**src/rtl/dino_pkg.sv**
```systemverilog
// Constants and state encodings shared by the motion controller, the sprite
// renderer and the cactus block, so all of them agree on the ground line.
package dino_pkg;

   localparam int GROUND   = 335;
   localparam int DINO_H   = 60;
   localparam int DINO_W   = 44;
   localparam int DINO_X   = 40;
   localparam int JUMP_V   = 12;
   localparam int GRAVITY  = 1;
   localparam int MAX_FALL = 12;

   localparam int Y_W = 10;
   localparam int V_W = 6;

   localparam logic [Y_W-1:0] REST_Y = 10'(GROUND - DINO_H);

   typedef enum logic [1:0] {
      RUN  = 2'd0,
      RISE = 2'd1,
      FALL = 2'd2,
      DUCK = 2'd3
   } dino_state_t;

   // Next fall speed: accelerate by GRAVITY, clamp at MAX_FALL.
   function automatic logic [V_W-1:0] fall_speed(input logic [V_W-1:0] vel);
      logic [V_W:0] v;
      v = {1'b0, vel} + 7'(GRAVITY);
      return (v > 7'(MAX_FALL)) ? 6'(MAX_FALL) : v[V_W-1:0];
   endfunction

endpackage

```
**src/rtl/sync_edge.sv**
```systemverilog
// Two-flop synchronizer for an asynchronous level; optionally also flags the
// first clock after the level rises.
module sync_edge #(
   parameter bit EDGE_EN = 1'b1
) (
   input  logic clk,
   input  logic reset,
   input  logic d,
   output logic sync,
   output logic rise
);

   logic q1_reg;
   logic q2_reg;

   always_ff @(posedge clk or posedge reset) begin
      if (reset) begin
         q1_reg <= 1'b0;
         q2_reg <= 1'b0;
      end else begin
         q1_reg <= d;
         q2_reg <= q1_reg;
      end
   end

   assign sync = q2_reg;

   generate
      if (EDGE_EN) begin : g_edge
         assign rise = q1_reg & ~q2_reg;
      end else begin : g_no_edge
         assign rise = 1'b0;
      end
   endgenerate

endmodule

```
**src/rtl/dino_motion_ctrl.sv**
```systemverilog
// Jump/duck state machine and vertical position datapath for the dino sprite.
// Position only moves on the frame tick so coordinates are stable during video.
module dino_motion_ctrl
   import dino_pkg::*;
(
   input  logic        clk,
   input  logic        reset,
   input  logic        screen_end,
   input  logic        up,
   input  logic        down,
   input  logic        freeze,
   output logic        frame_tick,
   output logic [31:0] dino_x,
   output logic [31:0] dino_y,
   output logic        airborne,
   output logic        ducking
);

   logic [2:0] raw_vec;
   logic [2:0] sync_vec;
   logic [2:0] rise_vec;
   logic       up_s;
   logic       down_s;

   assign raw_vec = {screen_end, down, up};

   // Only screen_end needs an edge detect; buttons are used as levels.
   generate
      for (genvar gi = 0; gi < 3; gi++) begin : g_sync
         sync_edge #(.EDGE_EN(gi == 2)) u_sync (
            .clk   (clk),
            .reset (reset),
            .d     (raw_vec[gi]),
            .sync  (sync_vec[gi]),
            .rise  (rise_vec[gi])
         );
      end
   endgenerate

   assign up_s       = sync_vec[0];
   assign down_s     = sync_vec[1];
   assign frame_tick = rise_vec[2];

   logic unused_sync;
   assign unused_sync = &{1'b0, sync_vec[2], rise_vec[1:0]};

   dino_state_t      state_reg;
   logic [Y_W-1:0]   y_reg;
   logic [V_W-1:0]   vel_reg;
   logic             airborne_reg;
   logic             ducking_reg;

   logic [Y_W-1:0]   rise_y;
   logic [V_W-1:0]   fall_v;
   logic [Y_W:0]     fall_y;
   logic             land;

   // One extra bit on the fall sum keeps the landing compare free of wrap.
   always_comb begin
      rise_y = ({4'd0, vel_reg} > y_reg) ? '0 : y_reg - {4'd0, vel_reg};
      fall_v = fall_speed(vel_reg);
      fall_y = {1'b0, y_reg} + {5'd0, fall_v};
      land   = (fall_y >= {1'b0, REST_Y});
   end

   always_ff @(posedge clk or posedge reset) begin
      if (reset) begin
         state_reg    <= RUN;
         y_reg        <= REST_Y;
         vel_reg      <= '0;
         airborne_reg <= 1'b0;
         ducking_reg  <= 1'b0;
      end else if (frame_tick && !freeze) begin
         case (state_reg)
            RUN: begin
               if (down_s) begin
                  state_reg   <= DUCK;
                  ducking_reg <= 1'b1;
               end else if (up_s) begin
                  state_reg    <= RISE;
                  vel_reg      <= 6'(JUMP_V);
                  airborne_reg <= 1'b1;
               end
            end
            RISE: begin
               if (down_s) begin
                  state_reg <= FALL;
                  vel_reg   <= '0;
               end else begin
                  y_reg <= rise_y;
                  if (vel_reg <= 6'(GRAVITY)) begin
                     state_reg <= FALL;
                     vel_reg   <= '0;
                  end else begin
                     vel_reg <= vel_reg - 6'(GRAVITY);
                  end
               end
            end
            FALL: begin
               if (land) begin
                  state_reg    <= RUN;
                  y_reg        <= REST_Y;
                  vel_reg      <= '0;
                  airborne_reg <= 1'b0;
               end else begin
                  y_reg   <= fall_y[Y_W-1:0];
                  vel_reg <= fall_v;
               end
            end
            DUCK: begin
               y_reg <= REST_Y;
               if (!down_s) begin
                  state_reg   <= RUN;
                  ducking_reg <= 1'b0;
               end
            end
            default: begin
               state_reg    <= RUN;
               y_reg        <= REST_Y;
               vel_reg      <= '0;
               airborne_reg <= 1'b0;
               ducking_reg  <= 1'b0;
            end
         endcase
      end
   end

   assign dino_x   = 32'(DINO_X);
   assign dino_y   = {22'd0, y_reg};
   assign airborne = airborne_reg;
   assign ducking  = ducking_reg;

endmodule

```
**config.mk**
```make
export PLATFORM = sky130hd
export DESIGN_NAME = dino_motion_ctrl
export DESIGN_NICKNAME = d
export VERILOG_FILES = /design/src/rtl/dino_pkg.sv /design/src/rtl/sync_edge.sv /design/src/rtl/dino_motion_ctrl.sv
export SDC_FILE = /design/constraint.sdc
export NUM_CORES = 1
export LEC_CHECK = 0
export CELL_PAD_IN_SITES_DETAIL_PLACEMENT = 0
export CELL_PAD_IN_SITES_GLOBAL_PLACEMENT = 1
export CORE_UTILIZATION = 48
export DETAILED_ROUTE_END_ITERATION = 7
export DONT_BUFFER_PORTS = 1
export HOLD_SLACK_MARGIN = 0.1
export PLACE_DENSITY = 0.91
export SKIP_LAST_GASP = 1
export SYNTH_ARGS = -nofsm -noshare
export SYNTH_HDL_FRONTEND = slang
export SYNTH_SLANG_ARGS = --single-unit
```
**constraint.sdc**
```tcl
create_clock -name clk -period 5 [get_ports clk]
set_input_delay 0.5 -clock clk [delete_from_list [all_inputs] [get_ports clk]]
set_output_delay 0.5 -clock clk [all_outputs]
set_load 0.05 [all_outputs]
```
==> results of run 1 <==
==> cells by family (layout without fill, tap and decap cells) <==
family          Yosys count  count (layout)  share of synthesized area
other cells               2              56                    0.00269
mux                       3               3                     0.0125
xor+xnor                  8               8                     0.0251
fa+ha+maj                22              22                      0.104
buf+inv                  84              24                      0.197
compound gates           95              95                      0.241
flops                    26              26                      0.235
simple gates             89              89                      0.183
==> final timing paths <==
check,end,slack (ps),cells past startpoint
worst max-delay path,state_reg[0]$_DFFE_PP0P_,840,13
worst min register to register,g_sync[1].u_sync.sync$_DFF_PP0_,370,0
min in group asynchronous,y_reg[2]$_DFFE_PP0P_,340,1
worst max register to register,state_reg[0]$_DFFE_PP0P_,840,13
worst min-delay path,g_sync[1].u_sync.q1_reg$_DFF_PP0_,250,0
max in group asynchronous,airborne$_DFFE_PP0P_,4050,1
==> placed cells by master, fill, tap and decap left out, types with 2 or more instances in the layout <==
master	netlist	layout
o211ai_1	6	6
a21oi_1	17	17
xnor2_1	8	8
nor2_1	20	20
ha_1	20	20
o21ai_0	24	24
o21ai_2	2	2
nor4_1	2	2
and2b_2	3	3
a21boi_0	2	2
o31ai_1	5	5
fa_1	2	2
clkbuf_8	2	3
a31oi_1	6	6
nor3_1	6	6
o31a_1	3	3
and3_1	2	2
nor3b_1	3	3
dfrtp_1	22	22
nor2b_1	2	2
or2b_2	2	2
a21o_1	3	3
inv_1	20	20
nand2_1	15	15
a21o_2	5	5
nand2b_1	3	3
mux2i_1	2	2
or3_1	7	7
o21a_1	2	2
nand3_1	8	8
a211oi_2	2	2
nand4_2	2	2
a211oi_1	2	2
nand4_1	3	3
dfstp_2	4	4
conb_1	2	56
and3_2	3	3
==> routing by layer <==
layer / global-route usage / share of wire
met1: 0.258 / 0.45
met2: 0.346 / 0.48
met3: 0.0302 / 0.053
met4: 0.0685 / 0.0098
met5: 0 / 0
==> Yosys cell counts, types with 3 or more instances <==
master / instances
nand2_1: 15
a21o_1: 3
o21ai_0: 24
nand2b_1: 3
nand3_1: 8
a31oi_1: 6
a21o_2: 5
inv_1: 20
o31a_1: 3
o31ai_1: 5
nor2_1: 20
or3_1: 7
a21oi_1: 17
nand4_1: 3
dfrtp_1: 22
xnor2_1: 8
ha_1: 20
o211ai_1: 6
buf_4: 55
and3_2: 3
nor3_1: 6
clkbuf_1: 6
dfstp_2: 4
nor3b_1: 3
and2b_2: 3
==> cell type report <==
type	instances	area share
sequential	26	0.244
multi-input combinational	273	0.667
tap	72	0.0336
clock inverter	1	0.0112
inverter	20	0.0280
clock buffer	3	0.0154
==> report_power, final <==
group / leakage [nW] / total, mW / switching [mW] / internal, mW
Sequential: 0.307 / 0.537 / 0.253 / 0.284
Combinational: 0.850 / 1.41 / 0.859 / 0.551
Clock: 0.0357 / 0.175 / 0.0683 / 0.107
Total: 1.19 / 2.12 / 1.18 / 0.942
==> reports/metrics.csv, run 1 <==
stage,metric,value,unit
outcome,outcome,"complete, no violations",
timing,Max-slew headroom,0.334,
setup_path,CP top delay family,compound AO/OA/AOI/OAI gates,
clock_tree,clock sink count,26,
setup_path,CP peak stage delay,530,ps
cells_and_area,ratio of cells with drive above 1 in the final layout,0.115,
synthesis,Syn Inst Count,329,
setup_path,worst flop-to-flop path startpoint,vel_reg[0]$_DFFE_PP0P_,
worst_hold_path,Min-Delay Path Class,in -> reg,
cells_and_area,Final Core Density,0.484,
placement,Place WS,896,ps
floorplan,core area,5540,sq um
global_route,largest net degree at the start of global routing,27,
route,drt initial violations,116,
cells_and_area,multi-input logic area,1790,sq um
floorplan,Initial Util,0.504,
synthesis,sequential cell area fraction in the yosys report,0.235,
synthesis,Yosys reg bits,26,
synthesis,ys async rst share,1.00,
floorplan,boundary pin count,73,
timing,final setup fails,0,
cells_and_area,final-layout fill cell count,534,
synthesis,cell taking the most area after synthesis,dfrtp_1,
floorplan,# rows,27,
clock_tree,Clock Tree Root,clkbuf_8,
synthesis,"EDFF count, synth",0,
setup_path,CP cell instances,ha_1 -> nor4_1 -> o211ai_1 -> a21oi_1 -> ha_1 -> fa_1 -> a21o_2 -> a221oi_4 -> nand4_1 -> a211oi_2 -> nand4_2 -> nand4_2 -> mux2_4,
route,Antenna Nets Post-Route,0,
synthesis,count of different cell masters after synthesis,65,
timing,Final Hold Vio Count,0,
timing,setup TNS,0,ps
route,vias per cell,5.56,
timing,fin crit share,0.831,
clock_tree,Post-CTS Resized,0,
setup_path,critical-path maximum fanout,11,
clock_tree,setup repair bufs after CTS,0,
synthesis,cells taking the most area after synthesis,"dfrtp_1 (20%), buf_4 (15%), ha_1 (9.0%)",
setup_path,crit path launch type,flip-flop,
global_route,gr ovfl total,0,
setup_path,WP buf/inv,0,
pwr,worst vdd ir,238,uV
placement,dpl cells,391,
setup_path,Crit-path slowest cell,dfrtp_1,
synthesis,Synth Flop Type,dfrtp_1,
route,vias,2196,
clock_tree,clock-pin slew on the worst setup and hold paths,90,ps
clock_tree,CTS tree,yes,
global_route,gr usage total,0.202,
floorplan,die height,78.3,microns
synthesis,Synth Area per Inst,8.49,sq um
timing,Worst-Margin Slew,993,ps
clock_tree,"Clk Latency, worst-skew pair",270,ps
placement,Placer Congestion,0.940,
worst_hold_path,hold wc startpoint,down,
global_route,first-pass GRT wire length,9900,microns
timing,final worst path period need,4160,ps
placement,placed inst area,2610,sq um
floorplan,chip width,78.3,microns
placement,IO buf count,0,
synthesis,Synth warnings,0,
run,Max-Cap Viols,0,
route,post-DR wirelength/cell,15.1,microns
clock_tree,Hold Buf Count CTS,0,
timing,highest clock rate,241,MHz
cells_and_area,Finished Cell Area,2680,sq um
clock_tree,CTS Buffer Depth,2,
setup_path,Critical Path Start,vel_reg[0]$_DFFE_PP0P_,
cells_and_area,Nets,352,
placement,Post-DP HPWL,4630,microns
setup_path,CP endpoint kind,flip-flop,
timing,"Slew Viols, Final",0,
synthesis,share of the synthesized area in the top cell type,0.197,
cells_and_area,sequential cell area,656,sq um
timing,final clock skew,3.73,ps
timing,unrepaired setup endpoints after global routing,no,
clock_tree,H-tree depth,1,
setup_path,Worst Path Arrival,4320,ps
cells_and_area,Largest register FFs,10,
floorplan,Die ar.,6130,sq um
global_route,vias in the first global route,2058,
timing,min setup slack post-route,844,ps
synthesis,Mapped Area,2790,sq um
pwr,Power Density,791,nW/um^2
route,DRT Pass-1 Iters,4,
timing,final hold slack,249,ps
pwr,Leak,1.19,nW
setup_path,CP required,5160,ps
cells_and_area,Layout Cells excl Fill,395,
route,drt total wl,5950,microns
cells_and_area,ANT cells,0,
pwr,total power draw,2.12,mW
global_route,initial antenna violation count,0,
cells_and_area,Layout area overhead,-3.94,%
setup_path,CP Class,reg -> reg,
route,drt drc,0,
clock_tree,Inserted Clock Buffers,3,
Note: power is estimated with default switching activity, not from simulation.
==> run 2: changes to the inputs <==
==> constraint.sdc (replaced) <==
create_clock -name clk -period 3.84 [get_ports clk]
set_input_delay 0.384 -clock clk [delete_from_list [all_inputs] [get_ports clk]]
set_output_delay 0.384 -clock clk [all_outputs]
set_load 0.05 [all_outputs]
==> reports/metrics.csv, run 2 (same netlist as run 1, synthesis figures left out) <==
stage,metric,value,unit
pwr,Reg power frac,0.237,
setup_path,CP required,4030,ps
timing,final clock skew,8.05,ps
setup_path,worst flop-to-flop path startpoint,vel_reg[1]$_DFFE_PP0P_,
route,vias per cell,5.60,
cells_and_area,Layout Cells excl Fill,404,
global_route,gr usage total,0.205,
placement,dpl cells,399,
timing,min setup slack post-route,193,ps
timing,fin crit share,0.950,
timing,"Slew Viols, Final",0,
clock_tree,Clock Tree Root,clkbuf_8,
clock_tree,clock sink count,26,
global_route,initial antenna violation count,0,
cells_and_area,"most common cell after layout, fill and taps aside",conb_1,
route,Antenna Nets Post-Route,0,
timing,final hold slack,126,ps
clock_tree,Inserted Clock Buffers,3,
setup_path,CP endpoint kind,flip-flop,
cells_and_area,Final Core Density,0.500,
cells_and_area,final-layout fill cell count,538,
route,drt drc,0,
floorplan,boundary pin count,73,
route,drt initial violations,101,
cells_and_area,ANT cells,0,
route,DRT Pass-1 Iters,5,
setup_path,CP peak stage delay,460,ps
pwr,worst vdd ir,402,uV
pwr,combinational power share,0.682,
pwr,NetSw,1.58,mW
cells_and_area,"commonest non-fill, non-tap cells in the layout","conb_1 (56), o21ai_0 (24), nor2_1 (20), inv_1 (20), dfrtp_1 (20)",
timing,final setup fails,0,
setup_path,Worst Path Arrival,3840,ps
cells_and_area,Finished Cell Area,2770,sq um
pwr,Leak,1.24,nW
route,post-DR wirelength/cell,15.0,microns
cells_and_area,ratio of cells with drive above 1 in the final layout,0.160,
route,drt total wl,6060,microns
global_route,largest net degree at the start of global routing,27,
setup_path,"Top cell by count, worst path",ha_2,
clock_tree,H-tree depth,1,
run,Max-Cap Viols,0,
floorplan,# rows,27,
timing,final worst path period need,3650,ps
cells_and_area,Nets,361,
setup_path,crit path launch type,flip-flop,
clock_tree,"Clk Latency, worst-skew pair",280,ps
timing,Max-slew headroom,0.325,
placement,IO buf count,0,
timing,Worst-Margin Slew,1010,ps
route,vias,2263,
worst_hold_path,Min-Delay Path Class,in -> reg,
floorplan,Initial Util,0.504,
placement,Place WS,81.5,ps
setup_path,Critical Path Start,vel_reg[1]$_DFFE_PP0P_,
pwr,clock network power share,0.081,
floorplan,die height,78.3,microns
global_route,vias in the first global route,2003,
worst_hold_path,hold wc startpoint,down,
timing,Final Hold Vio Count,0,
floorplan,chip width,78.3,microns
clock_tree,clock-pin slew on the worst setup and hold paths,100,ps
placement,placed inst area,2670,sq um
outcome,outcome,"complete, no violations",
setup_path,Crit-path slowest cell,dfrtp_2,
global_route,gr ovfl total,0,
floorplan,Die ar.,6130,sq um
pwr,Int Pwr,1.33,mW
placement,Post-DP HPWL,4670,microns
global_route,first-pass GRT wire length,9760,microns
placement,Placer Congestion,0.931,
pwr,switch share,0.542,
cells_and_area,Layout area overhead,-0.762,%
floorplan,core area,5540,sq um
cells_and_area,Largest register FFs,10,
setup_path,CP Class,reg -> reg,
setup_path,CP cell instances,ha_2 -> or3_1 -> a21o_1 -> a21oi_2 -> ha_2 -> fa_2 -> a21boi_1 -> or4bb_1 -> o2111ai_1 -> a21o_2 -> nand4_2 -> buf_4 -> o31a_1 -> o21ai_0,
timing,highest clock rate,274,MHz
clock_tree,CTS Buffer Depth,2,
clock_tree,CTS tree,yes,
setup_path,critical-path maximum fanout,7,
pwr,Power Density,1050,nW/um^2
[run 2: power by group through the flow]
stage / sequential (mW) / combinational, mW / clock (mW)
final: 0.687 / 1.98 / 0.237
after global routing: 0.711 / 2.16 / 0.252
after CTS: 0.684 / 1.89 / 0.243
after detailed placement: 0.689 / 1.88 / 0
after global placement: 0.687 / 1.84 / 0
after floorplan: 0.615 / 1.58 / 0
[run 2: area by class of cell]
cell class | count | area, sq um | share of cell area
multi-input combinational | 273 | 1810 | 0.653
sequential | 26 | 658 | 0.237
tap | 72 | 90.1 | 0.0325
inverter | 20 | 75.1 | 0.0271
timing repair buffer | 9 | 67.6 | 0.0244
clock buffer | 3 | 41.3 | 0.0149
clock inverter | 1 | 30.0 | 0.0108
[run 2: repair_timing]
item / in CTS / in global routing
hold buffers: 0 / 0
setup endpoints to repair: 0 / 15
endpoints found under the hold margin: 0 / 0
setup buffers: 0 / 1
resized for setup: 0 / 8
[run 2: per-layer routing]
layer,track usage,wire (microns),vias to the layer above
li1,-,-,1077
met1,0.260,2740,1071
met2,0.353,2870,106
met3,0.0279,349,9
met4,0.0722,109,0
met5,0,0,-
[run 2: final timing paths]
path                                                           to  slack [ps]  cells after the start
worst max-delay path                         y_reg[3]$_DFFE_PP0P_         190                     14
worst min-delay path            g_sync[1].u_sync.q1_reg$_DFF_PP0_         130                      0
worst max register to register               y_reg[3]$_DFFE_PP0P_         190                     14
worst min register to register    g_sync[0].u_sync.sync$_DFF_PP0_         360                      0
max in group asynchronous                  vel_reg[1]$_DFFE_PP0P_        2940                      1
min in group asynchronous                  vel_reg[3]$_DFFE_PP0P_         220                      1
[run 2: stage by stage]
step | setup TNS (ps) | total power, mW
3_3_place_gp | 0 | 2.53
4_1_cts | 0 | 2.82
6_report | 0 | 2.91
5_1_grt | -11.5 | 3.13
3_5_place_dp | 0 | 2.57
2_1_floorplan | 0 | 2.19
[run 2: critical path, delay by kind of cell, from the launching register on]
family,cells,cell delay (ps)
AO/OA/AOI/OAI,7,1180
adder cells (fa/ha/maj),3,900
flip-flops,1,460
AND/OR/NAND/NOR,3,830
buffers and inverters,1,200
